[src/rtl/md5_gen_pkg.sv]
// Shared constants and helpers for the MD5 candidate generator.
// Single-block MD5 padding: message bytes, 0x80 pad byte, 64-bit bit-length field.
package md5_gen_pkg;

   localparam int unsigned CHUNK_W       = 512;
   localparam int unsigned CHAR_W        = 8;
   localparam int unsigned WORD_W        = 32;
   localparam int unsigned LEN_WORD_IDX  = 14;
   localparam int unsigned MAX_MSG_BYTES = 55;
   localparam logic [CHAR_W-1:0] MD5_PAD_BYTE = 8'h80;

   // Low word of the MD5 length field: message length in bits.
   function automatic logic [WORD_W-1:0] bit_len_field(input int unsigned len_bytes);
      return WORD_W'(len_bytes * 8);
   endfunction

endpackage

[src/rtl/md5_chunk_pack.sv]
// Combinational packer: candidate digits plus length into one padded MD5 block.
// Bytes past the pad byte are always driven to zero, so nothing stale leaks through.
module md5_chunk_pack
   import md5_gen_pkg::*;
#(
   parameter int unsigned MAX_LEN = 8,
   parameter int unsigned LEN_W   = 6
) (
   input  logic [MAX_LEN*CHAR_W-1:0] i_digits,
   input  logic [LEN_W-1:0]          i_len,
   output logic [CHUNK_W-1:0]        o_chunk_c
);

   always_comb begin
      o_chunk_c = '0;
      for (int j = 0; j < MAX_LEN; j++) begin
         if (LEN_W'(j) < i_len)
            o_chunk_c[j*CHAR_W +: CHAR_W] = i_digits[j*CHAR_W +: CHAR_W];
      end
      // Pad byte position equals the length, which never exceeds MAX_LEN.
      for (int j = 1; j <= MAX_LEN; j++) begin
         if (LEN_W'(j) == i_len)
            o_chunk_c[j*CHAR_W +: CHAR_W] = MD5_PAD_BYTE;
      end
      o_chunk_c[LEN_WORD_IDX*WORD_W +: WORD_W] = bit_len_field(32'(i_len));
   end

endmodule

[src/rtl/md5_candidate_chunk_gen.sv]
// Enumerates every string over [min..max], shortest first, emitting one padded
// MD5 block per enabled cycle together with its length and ordinal.
module md5_candidate_chunk_gen
   import md5_gen_pkg::*;
#(
   parameter int unsigned MAX_LEN = 8,
   parameter int unsigned LEN_W   = 6
) (
   input  logic               clk,
   input  logic               reset,
   input  logic [CHAR_W-1:0]  min,
   input  logic [CHAR_W-1:0]  max,
   input  logic [LEN_W-1:0]   start_len,
   input  logic               en,
   output logic [CHUNK_W-1:0] chunk,
   output logic               chunk_valid,
   output logic [LEN_W-1:0]   len,
   output logic [63:0]        index,
   output logic               exhausted
);

   localparam int unsigned DIG_W = MAX_LEN * CHAR_W;

   logic [CHAR_W-1:0]  r_min;
   logic [CHAR_W-1:0]  r_max;
   logic [LEN_W-1:0]   r_len;
   logic [DIG_W-1:0]   r_digits;
   logic [63:0]        r_cnt;
   logic [CHUNK_W-1:0] r_chunk;
   logic               r_valid;
   logic [LEN_W-1:0]   r_olen;
   logic [63:0]        r_index;
   logic               r_exh;

   logic [LEN_W-1:0]   w_start_len;
   logic [DIG_W-1:0]   w_next_digits;
   logic               w_carry;
   logic [CHUNK_W-1:0] w_chunk;
   logic               w_emit;

   md5_chunk_pack #(
      .MAX_LEN (MAX_LEN),
      .LEN_W   (LEN_W)
   ) u_pack (
      .i_digits  (r_digits),
      .i_len     (r_len),
      .o_chunk_c (w_chunk)
   );

   always_comb begin
      w_start_len = start_len;
      if (start_len == '0)
         w_start_len = LEN_W'(1);
      else if (start_len > LEN_W'(MAX_LEN))
         w_start_len = LEN_W'(MAX_LEN);
   end

   // Odometer increment over the active digits; w_carry set means the length rolled over.
   always_comb begin
      w_next_digits = r_digits;
      w_carry       = 1'b1;
      for (int i = 0; i < MAX_LEN; i++) begin
         if (w_carry && (LEN_W'(i) < r_len)) begin
            if (r_digits[i*CHAR_W +: CHAR_W] == r_max) begin
               w_next_digits[i*CHAR_W +: CHAR_W] = r_min;
            end else begin
               w_next_digits[i*CHAR_W +: CHAR_W] = r_digits[i*CHAR_W +: CHAR_W] + 8'd1;
               w_carry = 1'b0;
            end
         end
      end
   end

   assign w_emit = en && !r_exh && (r_min <= r_max);

   always_ff @(posedge clk) begin
      if (reset) begin
         r_min    <= min;
         r_max    <= max;
         r_len    <= w_start_len;
         r_digits <= {MAX_LEN{min}};
         r_cnt    <= '0;
         r_chunk  <= '0;
         r_valid  <= 1'b0;
         r_olen   <= '0;
         r_index  <= '0;
         r_exh    <= 1'b0;
      end else begin
         r_valid <= 1'b0;
         if (r_min > r_max) begin
            r_exh <= 1'b1;
         end else if (w_emit) begin
            r_chunk <= w_chunk;
            r_valid <= 1'b1;
            r_olen  <= r_len;
            r_index <= r_cnt;
            r_cnt   <= r_cnt + 64'd1;
            if (!w_carry) begin
               r_digits <= w_next_digits;
            end else if (r_len < LEN_W'(MAX_LEN)) begin
               r_len    <= r_len + LEN_W'(1);
               r_digits <= {MAX_LEN{r_min}};
            end else begin
               r_exh <= 1'b1;
            end
         end
      end
   end

   assign chunk       = r_chunk;
   assign chunk_valid = r_valid;
   assign len         = r_olen;
   assign index       = r_index;
   assign exhausted   = r_exh;

endmodule

[config.mk]
export PLATFORM = sky130hd
export DESIGN_NAME = md5_candidate_chunk_gen
export DESIGN_NICKNAME = d
export VERILOG_FILES = /design/src/rtl/md5_gen_pkg.sv /design/src/rtl/md5_chunk_pack.sv /design/src/rtl/md5_candidate_chunk_gen.sv
export SDC_FILE = /design/constraint.sdc
export NUM_CORES = 1
export LEC_CHECK = 0
export CORE_AREA = 2 2 238 240
export DETAILED_ROUTE_END_ITERATION = 10
export DIE_AREA = 0 0 240 242
export DONT_BUFFER_PORTS = 1
export GPL_ROUTABILITY_DRIVEN = 1
export PLACE_DENSITY = 0.49
export SYNTH_ARGS = -nofsm -noshare
export SYNTH_HDL_FRONTEND = slang
export SYNTH_SLANG_ARGS = --single-unit
[constraint.sdc]
create_clock -name clk -period 4.3 [get_ports clk]
set_clock_uncertainty 0.15 [all_clocks]
set_input_delay 0.86 -clock clk [delete_from_list [all_inputs] [get_ports clk]]
set_output_delay 0.86 -clock clk [all_outputs]
set_load 0.01 [all_outputs]
==> impl_metrics.py <==
metrics = {
    "outcome": {
        "status": "finished, final reports clean",
    },
    "critical_path": {
        "crit_type": "reg2reg",
        "rrSetupSlack_ps": 520,
        "cp.arrival_ps": 3800,
        "r2r_end": "r_digits[40]$_DFFE_PP_",
        "r2r_start": "r_max[2]$_DFFE_PP_",
        "worstPathRequired_ps": 4320,
        "startpoint_type": "flop",
        "ff2ff_path_depth": 8,
        "cp-end-kind": "flop",
        "path_max_fanout": 8,
    },
    "placed_design": {
        "place_hpwl_mm": 37.8,
        "dpl.cell_count": 2716,
        "gp_congestion": 0.907,
        "place.port_buffers": 0,
    },
    "clock_network": {
        "root_buffer": "clkbuf_16",
        "clk_pin_slew_ps": 60,
        "cts_buffer_depth": 3,
        "cts_tree": "built",
        "cts_setup_buffers": 0,
        "cts.sinks": 287,
        "numCtsBuffers": 35,
        "postCtsHoldBufs": 0,
        "ctsResizeCount": 0,
        "htreeDepth": 2,
        "clk_latency_ps": 560,
    },
    "synthesis": {
        "yosys_warnings": 0,
        "async_flop_share": 0,
        "synth_seq_cells": 287,
        "synth.distinct_cells": 75,
        "ys_seq_area_frac": 0.363,
        "ys.flop_type": "dfxtp_1",
        "synth_area_mm2": 0.0182,
        "syn_inst": 2074,
        "avgSynthCellArea_um2": 8.77,
        "synth_edf_count": 86,
    },
    "detailed_routing": {
        "wl_mm": 55.2,
        "drc": 0,
        "postRouteAntennaNets": 0,
        "wire_per_inst_um": 19.8,
        "drt_iter0_drc": 1252,
        "num_vias": 14152,
        "drt-pass1-iter-count": 7,
        "vias_per_cell": 5.09,
    },
    "grt": {
        "grt_max_degree": 266,
        "gr-total-overflow": 0,
        "antenna_found_initial": 0,
        "gr-usage-all-layers": 0.180,
        "grt_pass1_wl_mm": 80.8,
        "grt_pass1_vias": 12625,
    },
    "min_path": {
        "min_path_type": "in2reg",
        "min_to": "r_min[2]$_DFFE_PP_",
        "min_from": "min[2]",
        "whs_path_depth": 0,
    },
    "final_layout": {
        "final_nets": 2042,
        "multiInputGateArea_mm2": 0.00923,
        "register_area_mm2": 0.00661,
        "drive_gt1_frac": 0.0652,
        "area_growth_pct": 0.784,
        "diodes": 0,
        "finalNonFillerCells": 2780,
        "final_core_util": 0.329,
        "nFillCells": 5815,
    },
    "power": {
        "peakVddDrop_mv": 0.196,
        "total_power_mw": 7.32,
        "intPower_mw": 5.01,
        "powerDensity_mw_per_mm2": 399,
        "clock_power_share": 0.410,
        "sw_frac_of_total": 0.316,
        "switchingPower_mw": 2.31,
        "pwr-share-seq": 0.440,
        "combPwrFrac": 0.149,
        "leakagePower_nw": 6.64,
    },
    "sta": {
        "rsz0062_at_grt": "no",
        "relSlewSlack": 0.220,
        "finalMaxSlewViolations": 0,
        "max_freq_mhz": 264,
        "finalSetupViolations": 0,
        "hold_viol": 0,
        "worstMarginPinSlew_ps": 1160,
        "period_minus_slack_ps": 3780,
        "finalSetupTns_ps": 0,
        "whs_ps": 249,
        "finalCritPeriodShare": 0.879,
    },
    "floorplan": {
        "ios": 609,
        "die-area_mm2": 0.0581,
        "initial_core_util": 0.326,
        "die_width_um": 240,
        "die_y_um": 242,
        "core_mm2": 0.0557,
        "row_count": 87,
    },
    "run": {
        "cap_violations": 0,
    },
}
==> placed cells by master, fill, tap and decap left out, types with 15 or more instances in the layout <==
| cell type | synthesis | layout |
|---|---|---|
| inv_1 | 28 | 28 |
| ha_1 | 20 | 20 |
| nor3_1 | 15 | 15 |
| o21ai_0 | 140 | 140 |
| buf_4 | 450 | 29 |
| xnor2_1 | 74 | 74 |
| clkbuf_16 | 0 | 36 |
| conb_1 | 1 | 441 |
| dfxtp_1 | 201 | 201 |
| nand3_1 | 147 | 147 |
| a221o_1 | 17 | 17 |
| xor2_1 | 41 | 41 |
| nand4_1 | 75 | 75 |
| o31ai_1 | 52 | 52 |
| edfxtp_1 | 86 | 86 |
| nand2_1 | 69 | 69 |
| or4_1 | 53 | 53 |
| and3_1 | 24 | 24 |
| a21oi_1 | 192 | 192 |
| nor2_1 | 43 | 43 |
==> layout make-up <==
class | instances | share of cell area
repair buffers | 32 | 0.0152
clock buffers | 48 | 0.0543
flip-flops and latches | 287 | 0.360
well taps | 756 | 0.0516
inverters | 29 | 0.00594
multi-input cells | 1612 | 0.504
clock inverters | 16 | 0.00874
==> flip-flops by register name, summed over array words and instances (netlist names) <==
name / count
chunk: 66
index: 64
r_cnt: 64
r_digits: 64
r_max: 8
r_min: 8
r_len: 6
len: 5
chunk_valid: 1
exhausted: 1
==> cell families after synthesis <==
family,Yosys count,share of synthesized area
buf+inv,615,0.222
flops,287,0.363
simple gates,496,0.155
xor+xnor,115,0.0554
fa+ha+maj,20,0.0138
other cells,1,0.000206
compound gates,525,0.182
mux,15,0.00846
==> power groups by stage <==
stage	Combinational, mW	Sequential, mW	Clock, mW
2_1_floorplan	1.19	3.13	0
3_3_place_gp	1.06	3.28	0
3_5_place_dp	1.07	3.28	0
4_1_cts	1.08	3.22	3.07
5_1_grt	1.21	3.24	3.18
6_report	1.09	3.22	3.00
==> synth_stat cells (12+ instances only) <==
library cell  instances  area, um^2
buf_2                12        60.1
or2_2                12        75.1
clkbuf_1            117         439
or4_1                53         398
ha_1                 20         250
edfxtp_1             86        2580
a21oi_1             192         961
xor2_1               41         359
o21ai_0             140         701
xnor2_1              74         648
a22o_1               14         123
buf_4               450        3380
nand2_1              69         259
a221o_1              17         170
nand4_1              75         469
mux2i_1              12         120
and3_1               24         150
o31ai_1              52         390
inv_1                28         105
nand3_1             147         736
nor3_1               15        75.1
dfxtp_1             201        4020
nor2_1               43         161
==> stage by stage <==
step / setup slack, ps / cell area, um^2
5_1_grt: 369 / 18300
3_5_place_dp: 567 / 17200
3_3_place_gp: 700 / 17200
6_report: 519 / 18300
4_1_cts: 561 / 18300
2_1_floorplan: 586 / 19800
==> worst max-delay path, cell delays in order (launching register included) <==
cell,delay (ps)
edfxtp_1,600
buf_4,260
xnor2_1,160
nand4_1,160
o21ai_1,530
o2111ai_4,350
nor3_2,260
nor2_1,200
a22oi_1,740
==> routing by layer <==
metal  routed length, um  vias to the layer above  part of all wire  track usage
met5                   0                        -                 0            0
met4                2050                        0             0.037       0.0714
met3                4830                      108             0.088       0.0481
met2               24700                      654              0.45        0.277
met1               23600                     6880              0.43        0.238
li1                    -                     6510                 -            -
==> how the worst max path moves through the flow <==
stage,from,end,slack [ps],cells after the start
finish,r_max[2]$_DFFE_PP_,r_digits[40]$_DFFE_PP_,520,8
global route,r_len[2]$_DFFE_PP_,r_digits[4]$_DFFE_PP_,370,8
CTS,r_len[2]$_DFFE_PP_,r_digits[40]$_DFFE_PP_,560,7
detailed placement,r_len[2]$_DFFE_PP_,r_digits[46]$_DFFE_PP_,570,7
global placement,r_max[1]$_DFFE_PP_,r_len[0]$_DFFE_PP_,700,9
floorplan,r_max[1]$_DFFE_PP_,r_digits[48]$_DFFE_PP_,590,12
(Power assumes the default switching activity.)
